--- config.mk ---
export PLATFORM = sky130hd
export DESIGN_NAME = output_bram_drainer
export DESIGN_NICKNAME = d
export VERILOG_FILES = /design/src/rtl/output_bram_drainer.sv
export SDC_FILE = /design/constraint.sdc
export NUM_CORES = 1
export LEC_CHECK = 0
export ABC_CLOCK_PERIOD_IN_PS = 7500
export BUFFER_PORTS_ARGS = -buffer_cell sky130_fd_sc_hd__buf_4
export CELL_PAD_IN_SITES_DETAIL_PLACEMENT = 1
export CELL_PAD_IN_SITES_GLOBAL_PLACEMENT = 1
export CORE_MARGIN = 10
export CORE_UTILIZATION = 46
export DETAILED_ROUTE_END_ITERATION = 10
export MAX_ROUTING_LAYER = met4
export PLACE_DENSITY = 0.84
export RECOVER_POWER = 100
export REMOVE_ABC_BUFFERS = 1
export SLEW_MARGIN = 30
export SYNTH_ARGS = -nofsm -noshare
export SYNTH_HDL_FRONTEND = slang
export SYNTH_SLANG_ARGS = --single-unit
export TNS_END_PERCENT = 1
--- constraint.sdc ---
create_clock -name clk -period 7.5 [get_ports clk]
set_input_delay 1.5 -clock clk [delete_from_list [all_inputs] [get_ports clk]]
set_output_delay 1.5 -clock clk [all_outputs]
set_load 0.05 [all_outputs]
--- src/rtl/output_bram_drainer.sv ---
// output_bram_drainer
//   Reader end of the PE output BRAM. After accumulation finishes, reads
//   num_pixels accumulator words over BRAM port B in address order,
//   requantizes each one (round half up, arithmetic shift, optional ReLU,
//   saturate to OUT_WIDTH) and streams the result on an AXI-Stream master.
//
// Ports
//   clk, rst            clock, asynchronous active-low reset
//   start               1-cycle pulse, accepted only when idle
//   num_pixels          words to drain (0..2^ADDR_WIDTH), sampled on start
//   shift_amt, relu_en  requantize controls, sampled on start
//   busy                high from accepted start through the done cycle
//   done                1-cycle pulse after the final beat is accepted
//   enb_output_BRAM     port B read enable
//   addrb_output_BRAM   port B read address
//   BRAM_doutb          port B read data, valid one cycle after enable
//   m_axis_*            requantized pixel stream, tlast on the final pixel
module output_bram_drainer #(
  parameter int unsigned RESULT_WIDTH = 48,
  parameter int unsigned OUT_WIDTH    = 16,
  parameter int unsigned ADDR_WIDTH   = 14,
  parameter int unsigned SHIFT_WIDTH  = 6
) (
  input  logic                    clk,
  input  logic                    rst,
  input  logic                    start,
  input  logic [ADDR_WIDTH:0]     num_pixels,
  input  logic [SHIFT_WIDTH-1:0]  shift_amt,
  input  logic                    relu_en,
  output logic                    busy,
  output logic                    done,
  output logic                    enb_output_BRAM,
  output logic [ADDR_WIDTH-1:0]   addrb_output_BRAM,
  input  logic [RESULT_WIDTH-1:0] BRAM_doutb,
  output logic [OUT_WIDTH-1:0]    m_axis_tdata,
  output logic                    m_axis_tvalid,
  input  logic                    m_axis_tready,
  output logic                    m_axis_tlast
);

  localparam int unsigned IW = RESULT_WIDTH + 1;

  localparam logic signed [IW-1:0] SAT_MAX = {{(IW-OUT_WIDTH+1){1'b0}}, {(OUT_WIDTH-1){1'b1}}};
  localparam logic signed [IW-1:0] SAT_MIN = {{(IW-OUT_WIDTH+1){1'b1}}, {(OUT_WIDTH-1){1'b0}}};

  typedef enum logic [1:0] {
    S_IDLE,
    S_RUN,
    S_DRAIN,
    S_DONE
  } state_t;

  state_t state_q, state_d;

  logic [ADDR_WIDTH:0]    rem_q;
  logic [ADDR_WIDTH-1:0]  addr_q;
  logic [SHIFT_WIDTH-1:0] shift_q;
  logic                   relu_q;
  logic                   inflight_q;
  logic                   inflight_last_q;

  logic [OUT_WIDTH-1:0]   fifo_data_q [2];
  logic                   fifo_last_q [2];
  logic                   wr_ptr_q;
  logic                   rd_ptr_q;
  logic [1:0]             occ_q;

  logic                   start_ok;
  logic                   issue;
  logic                   last_issue;
  logic                   push;
  logic                   pop;
  logic [2:0]             level_after_pop;

  logic signed [IW-1:0]   x_ext;
  logic [IW-1:0]          rnd;
  logic signed [IW-1:0]   r_shift;
  logic [OUT_WIDTH-1:0]   q_data;

  assign pop  = m_axis_tvalid & m_axis_tready;
  assign push = inflight_q;

  // Occupancy counts the head that leaves this cycle as free, so a new read
  // can issue alongside a pop; this keeps one beat per cycle under steady
  // tready while buffered + in-flight never exceeds two after any edge.
  assign level_after_pop = 3'(occ_q) + 3'(inflight_q) - 3'(pop);

  always_ff @(posedge clk or negedge rst) begin
    if (!rst) begin
      state_q <= S_IDLE;
    end else begin
      state_q <= state_d;
    end
  end

  always_comb begin
    state_d  = state_q;
    start_ok = 1'b0;
    issue    = 1'b0;
    case (state_q)
      S_IDLE: begin
        if (start) begin
          start_ok = 1'b1;
          state_d  = (num_pixels == '0) ? S_DONE : S_RUN;
        end
      end
      S_RUN: begin
        issue = (level_after_pop < 3'd2);
        if (issue && (rem_q == (ADDR_WIDTH+1)'(1))) begin
          state_d = S_DRAIN;
        end
      end
      S_DRAIN: begin
        // Finish as soon as the final beat is handed off this cycle.
        if (!inflight_q && (level_after_pop == 3'd0)) begin
          state_d = S_DONE;
        end
      end
      S_DONE: state_d = S_IDLE;
      default: state_d = S_IDLE;
    endcase
  end

  assign last_issue = issue && (rem_q == (ADDR_WIDTH+1)'(1));

  assign busy              = (state_q != S_IDLE);
  assign done              = (state_q == S_DONE);
  assign enb_output_BRAM   = issue;
  assign addrb_output_BRAM = addr_q;
  assign m_axis_tvalid     = (occ_q != 2'd0);
  assign m_axis_tdata      = fifo_data_q[rd_ptr_q];
  assign m_axis_tlast      = m_axis_tvalid & fifo_last_q[rd_ptr_q];

  // Requantize the word arriving from the BRAM; shift 0 gives a zero
  // rounding term so one formula covers every shift value.
  always_comb begin
    x_ext = {BRAM_doutb[RESULT_WIDTH-1], BRAM_doutb};
    rnd   = '0;
    if (shift_q != '0) begin
      rnd = IW'(1) << (shift_q - SHIFT_WIDTH'(1));
    end
    r_shift = (x_ext + $signed(rnd)) >>> shift_q;
    if (relu_q && r_shift[IW-1]) begin
      q_data = '0;
    end else if (r_shift > SAT_MAX) begin
      q_data = {1'b0, {(OUT_WIDTH-1){1'b1}}};
    end else if (r_shift < SAT_MIN) begin
      q_data = {1'b1, {(OUT_WIDTH-1){1'b0}}};
    end else begin
      q_data = r_shift[OUT_WIDTH-1:0];
    end
  end

  always_ff @(posedge clk or negedge rst) begin
    if (!rst) begin
      rem_q           <= '0;
      addr_q          <= '0;
      shift_q         <= '0;
      relu_q          <= 1'b0;
      inflight_q      <= 1'b0;
      inflight_last_q <= 1'b0;
      fifo_data_q[0]  <= '0;
      fifo_data_q[1]  <= '0;
      fifo_last_q[0]  <= 1'b0;
      fifo_last_q[1]  <= 1'b0;
      wr_ptr_q        <= 1'b0;
      rd_ptr_q        <= 1'b0;
      occ_q           <= '0;
    end else begin
      if (start_ok) begin
        rem_q   <= num_pixels;
        addr_q  <= '0;
        shift_q <= shift_amt;
        relu_q  <= relu_en;
      end else if (issue) begin
        rem_q <= rem_q - (ADDR_WIDTH+1)'(1);
        // Hold on the final address so a full-depth drain never wraps.
        if (!last_issue) begin
          addr_q <= addr_q + ADDR_WIDTH'(1);
        end
      end

      inflight_q      <= issue;
      inflight_last_q <= last_issue;

      if (push) begin
        fifo_data_q[wr_ptr_q] <= q_data;
        fifo_last_q[wr_ptr_q] <= inflight_last_q;
        wr_ptr_q              <= ~wr_ptr_q;
      end
      if (pop) begin
        rd_ptr_q <= ~rd_ptr_q;
      end
      occ_q <= occ_q + 2'(push) - 2'(pop);
    end
  end

endmodule

=== After elaboration in Yosys (flattened, before gate mapping) ===
Cells that the tools add are included.
W data, S select, Z words.

* Register bits after elaboration: 78
* Latch bits: 0
* Memory bits (writable): 0
* ROM bits: 0
* Input port bits: 74
* Memories kept: 0

* $add $sub $neg: 8
* Multipliers: 0
* Divide/modulo/power cells: 0
* Order comparisons: 6
* Eq/ne operators: 8
* Shift operators: 2
* Muxes and demuxes: 29
* Bitwise gates (word level): 6
* Reduce and logical (&&, ||, !) cells: 15

{| class="wikitable"
|+ Operator list
! operator !! number
|-
| $mux W16 || 7
|-
| $add A48 B49 Y49 || 1
|-
| $gt A49 B16 Y1 const B || 1
|-
| $lt A49 B16 Y1 const B || 1
|-
| $mux W49 || 1
|-
| $shl A1 B6 Y49 const A || 1
|-
| $sshr A49 B6 Y49 || 1
|-
| $mux W14 || 3
|-
| $bwmux W32 || 1
|-
| $mux W15 || 2
|-
| $demux W16 S1 || 1
|-
| $eq A15 B1 Y1 const B || 1
|-
| $logic_not A15 Y1 || 1
|-
| $sub A15 B1 Y15 const B || 1
|-
| $add A14 B1 Y14 const B || 1
|-
| $mux W2 || 4
|-
| $ne A2 B2 Y1 const B || 4
|-
| $pmux W2 S4 || 1
|-
| $mux W1 || 7
|-
| $reduce_bool A2 Y1 || 3
|-
| $reduce_bool A6 Y1 || 1
|-
| $sub A6 B1 Y6 const B || 1
|-
| $logic_and A1 B1 Y1 || 5
|-
| $eq A2 B2 Y1 const B || 2
|-
| 18 further kinds || 22
|}

=== Longest topological paths before layout ===
* Word-level depth: 10
* Gate-level depth with buffers: 28

=== Worst setup path after synthesis ===
No wires, ideal clock.

* Path kind: flip-flop to flip-flop
* From: reg shift_q[1]
* To: reg fifo_data_q[11] (netlist bit)
* Arrival: 6.050 ns
* Required time: 7.360 ns
* Path slack: 1.309 ns
* Cell stages (with the launch flop): 27
* Buffers on the path: 8
* Cell sequence: dfrtp_1 clkbuf_1 clkinv_1 clkbuf_1 nand2_1 clkbuf_1 clkbuf_1 buf_1 nor2_1 ha_1 buf_6 a21o_1 a31oi_4 o21a_2 a31oi_1 or4_1 and2_0 clkbuf_2 mux2_4 a31o_1 a211o_1 or4_1 nor4_1 a211oi_1 o21ai_2 buf_4 o211ai_1

* Word-level cells in the longest chain between the ends: 10

{| class="wikitable"
|+ Ends and longest elaborated chain
! item !! line !! source
|-
| start: declaration || 57 || <nowiki>logic [SHIFT_WIDTH-1:0] shift_q;</nowiki>
|-
| start signal: assignment || 173 || <nowiki>shift_q <= shift_amt;</nowiki>
|-
| $sub A6 B1 Y6 || 140 || <nowiki>rnd = IW'(1) << (shift_q - SHIFT_WIDTH'(1));</nowiki>
|-
| $shl A1 B6 Y49 || 140 ||
|-
| $mux W49 || 139 || <nowiki>if (shift_q != '0) begin</nowiki>
|-
| $add A48 B49 Y49 || 142 || <nowiki>r_shift = (x_ext + $signed(rnd)) >>> shift_q;</nowiki>
|-
| $sshr A49 B6 Y49 (*) || 142 ||
|-
| $lt A49 B16 Y1 || 147 || <nowiki>end else if (r_shift < SAT_MIN) begin</nowiki>
|-
| $mux W16 || 147 ||
|-
| $mux W16 || 145 || <nowiki>end else if (r_shift > SAT_MAX) begin</nowiki>
|-
| $mux W16 (*) || 143 || <nowiki>if (relu_q && r_shift[IW-1]) begin</nowiki>
|-
| $bwmux W32 (*) || 187 || <nowiki>fifo_data_q[wr_ptr_q] <= q_data;</nowiki>
|-
| end signal: indexed assignment || 187 ||
|-
| end: declaration || 62 || <nowiki>logic [OUT_WIDTH-1:0] fifo_data_q [2];</nowiki>
|}

Mark *: on every way between the ends. The rest lies on a longest branch, timed or not.
A chain may end at the register's enable or synchronous reset.

=== Worst setup path in the final report ===
* From: reg shift_q[2]
* To: reg fifo_data_q[5] (netlist bit)

The elaborated chain is that of the path after synthesis.

==> run_results.csv <==
group,metric,value,unit
timing,final.period_utilization,0.9585,
timing,report.final.setup_viol,0,
placement,place.port_buffers,108,
clock_tree,cts.reportedPaths.clkPinSlew,0.07,ns
pwr,power_leakage,5.814,nW
logic_synthesis,post_synth.cell_area_avg,7.011,µm²
worst_setup_path,worst_ep_arrival_time,7.44,ns
finish,syn2layout_area_growth,11.37,%
timing,setup_repair_after_global_routing_missed_its_margin,"false",
clock_tree,clk-insertion-delay-late,0.36,ns
logic_synthesis,synth_warnings,0,
finish,layout_cell_share_with_drive_strength_beyond_1,0.1333,
logic_synthesis,yosys.area.top_type,"dfrtp_1",
worst_setup_path,critPathMaxFanout,18,
outcome,run_status,"finished, violations left",
die,die_x,188.2,µm
die,core_area,27860,µm²
clock_tree,clk_root_buf,"clkbuf_16",
clock_tree,cts_tree,"built",
global_route,grt_use_total,0.3666,
logic_synthesis,ys_seq_area_frac,0.1500,
logic_synthesis,synth-edff-count,0,
placement,weighted_congestion_reported_at_the_end_of_routability_driven_placement,1.162,
die,initial_utilization,0.4671,
routing,drt_pre_antenna_iters,6,
worst_setup_path,critPathKind,"reg2reg",
logic_synthesis,distinct_cell_type_count_of_the_synthesized_netlist,107,
timing,final.hold.worst_slack,0.4784,ns
routing,detailed_route_vias_per_instance,7.157,
finish,fin_nets,2050,
worst_setup_path,critical_path_required,7.75,ns
clock_tree,cts_made_buffers,9,
routing,post_drt_wl_per_cell,28.66,µm
die,die_height,188.2,µm
routing,total_wire_length,65920,µm
global_route,grt_max_degree,58,
clock_tree,htree_levels,3,
clock_tree,tritoncts_num_sinks,78,
pwr,vdd_ir_drop_max,0.1829,mV
logic_synthesis,ys.flop_type,"dfrtp_1",
logic_synthesis,synth-seq-cells,78,
die,die-area,35420,µm²
timing,max_slew_violations,113,
timing,clock_skew,0.01275,ns
finish,finalNonFillerCells,2300,
logic_synthesis,synthesis.area,13010,µm²
routing,drc,0,
global_route,grt_antenna_before_repair,1,
routing,drt_iter0_drc,1965,
min_path,worst_hold_path_type,"reg2reg",
flow_run,drv.max_cap_violation_count,2,
timing,layout_setup_ws,0.3110,ns
placement,dpl_ws,-0.1526,ns
placement,placed_cells_incl_taps,2282,
global_route,grt_pass1_vias,16480,
clock_tree,cts_hold_repair.buffers,0,
worst_setup_path,worst_setup_path_end_kind,"register",
routing,final_antenna_net_count,0,
worst_setup_path,worstSetupStartpointType,"register",
outcome,failed_checks,"max-capacitance violations, max-slew violations",
timing,fin_tns_setup,0,ns
pwr,p_per_area,439.8,nW/µm²
logic_synthesis,yosys.area.top_type_share,0.1500,
routing,vias,16460,
global_route,grt_pass1_wl,100800,µm
clock_tree,clk_path_buf_depth,2,
timing,hold_violations,0,
die,io_pins,109,
timing,relSlewSlack,-1.116,
timing,worst_pin_slew,3.173,ns
placement,dp_hpwl,52050,µm
logic_synthesis,asr_flop_ratio_synth,1.000,
pwr,report.power.total,6.374,mW
timing,fin_crit,7.189,ns
global_route,global_route.overflow_total,0,
logic_synthesis,yosys-top-cells-area,"dfrtp_1 (15%), nand2_1 (7.5%), nor2_1 (5.7%)",
logic_synthesis,cells_after_synth,1856,
die,row_count,61,
timing,fmaxAchievable,0.1391,GHz
timing repair:
| action | 4_1_cts | 5_1_grt |
|---|---|---|
| resized for setup | 1 | 6 |
| cloned | 0 | 0 |
| setup endpoints to repair | 30 | 30 |
| pin swaps | 0 | 1 |
| setup buffers | 0 | 1 |
sequential cells by signal, indices dropped and copies added, names as in the netlist:
name	count
addrb_output_BRAM	14
fifo_data_q	32
fifo_last_q	2
inflight_last_q	1
inflight_q	1
occ_q	2
rd_ptr_q	1
relu_q	1
rem_q	15
shift_q	6
state_q	2
wr_ptr_q	1
layout by cell type (no fill, tap or decap), types with 19 or more instances in the layout:
cell      synthesis  layout
a21oi_1         126     126
o211ai_1         62      62
dfrtp_1          78      75
a21o_1           24      24
mux2_2           36      28
nor4_1           28      28
and4_1           20      20
buf_4             2     146
a211oi_1         32      32
or3_1            22      22
a31oi_1          19      19
nor3_1           68      68
clkbuf_1         71      31
o21ai_0         122     121
and3_1           19      19
nor2_1          197     197
nand3_1          48      48
ha_1             58      58
xnor2_1          37      36
nand4_1          47      47
nand2_1         261     260
mux2i_1          33      33
inv_1            31      30
metrics by stage:
stage | area, µm² | util
3_5_place_dp | 14270 | 0.5121
3_3_place_gp | 14270 | 0.5121
2_1_floorplan | 12470 | -
6_report | 14490 | 0.5202
5_1_grt | 14490 | 0.5202
4_1_cts | 14570 | 0.5230
power breakdown:
part           internal [mW]  switching, mW  total [mW]
Clock                  0.261          0.199       0.459
Combinational           1.62           3.50        5.13
Sequential             0.594          0.195       0.790
Total                   2.48           3.90        6.37
worst max-delay path: stages, from the launching register on:
cell	delay, ns
dfrtp_2	0.51
nor2_2	0.44
nand3_1	0.44
nor2_1	0.21
ha_1	0.44
nand4_1	0.43
nor4_2	0.56
and3_1	0.24
o211a_1	0.25
or4_1	0.19
and2_0	0.42
o22ai_1	0.16
o21ai_1	0.38
nand2_1	0.24
a2111oi_0	0.58
buf_4	0.20
a41oi_1	0.13
nor4_1	0.44
a31oi_2	0.46
o211ai_1	0.34
cell families (layout without fill, tap and decap cells):
| kind of cell | Yosys count | in the layout | synth area share |
|---|---|---|---|
| and+or+nand+nor | 801 | 801 | 0.2964 |
| AOI/OAI and AO/OA | 624 | 624 | 0.3349 |
| buffers and inverters | 162 | 227 | 0.05154 |
| muxes | 79 | 79 | 0.07327 |
| DFF | 78 | 78 | 0.1500 |
| adders and majority gates | 60 | 60 | 0.05885 |
| xor gates and xnor gates | 52 | 52 | 0.03500 |
| other | 0 | 1 | 0 |
area by class of cell:
class / instances / area (µm²)
well taps: 378 / 473.0
clock buffers: 10 / 229.0
repair buffers: 177 / 1216
diodes: 1 / 2.502
clock inverters: 6 / 70.07
flip-flops and latches: 78 / 1956
fillers: 3666 / 13370
multi-input cells: 1616 / 10420
inverters: 34 / 127.6
worst paths after layout:
check                                 from              end  slack, ns  cells after the start
setup / recovery                shift_q[2]   fifo_data_q[5]       0.31                     19
hold / removal             fifo_data_q[15]  fifo_data_q[15]       0.48                      2
setup reg to reg                shift_q[2]   fifo_data_q[5]       0.31                     19
hold reg to reg            fifo_data_q[15]  fifo_data_q[15]       0.48                      2
max in group asynchronous              rst       shift_q[1]       2.22                      2
min in group asynchronous              rst  fifo_data_q[21]       1.42                      1
metal layers:
metal  global-route usage  wire (µm)  up-vias  share of wire
li1                     -          -     7216              -
met1               0.4266      25820     8072           0.39
met2               0.5822      30150      910           0.46
met3              0.06536       5381      264          0.082
met4               0.2197       4564        0          0.069
met5                    -          0        -              0
cell usage after synthesis, types with 14 or more instances:
| library cell | n |
|---|---|
| dfrtp_1 | 78 |
| nand2b_1 | 17 |
| xnor2_1 | 37 |
| o31ai_1 | 14 |
| a21oi_1 | 126 |
| or3_1 | 22 |
| a21o_1 | 24 |
| o21ai_0 | 122 |
| and3_1 | 19 |
| buf_2 | 36 |
| and4_1 | 20 |
| and2_1 | 14 |
| inv_1 | 31 |
| nand4_1 | 47 |
| ha_1 | 58 |
| mux2i_1 | 33 |
| xor2_1 | 15 |
| nand2_1 | 261 |
| o22ai_1 | 17 |
| o2111ai_1 | 17 |
| a211oi_1 | 32 |
| nor4_1 | 28 |
| a31oi_1 | 19 |
| o211ai_1 | 62 |
| nand3_1 | 48 |
| buf_1 | 16 |
| mux2_2 | 36 |
| nor2_1 | 197 |
| clkbuf_1 | 71 |
| nor3_1 | 68 |
No activity file was read; power rests on OpenSTA's default activity.
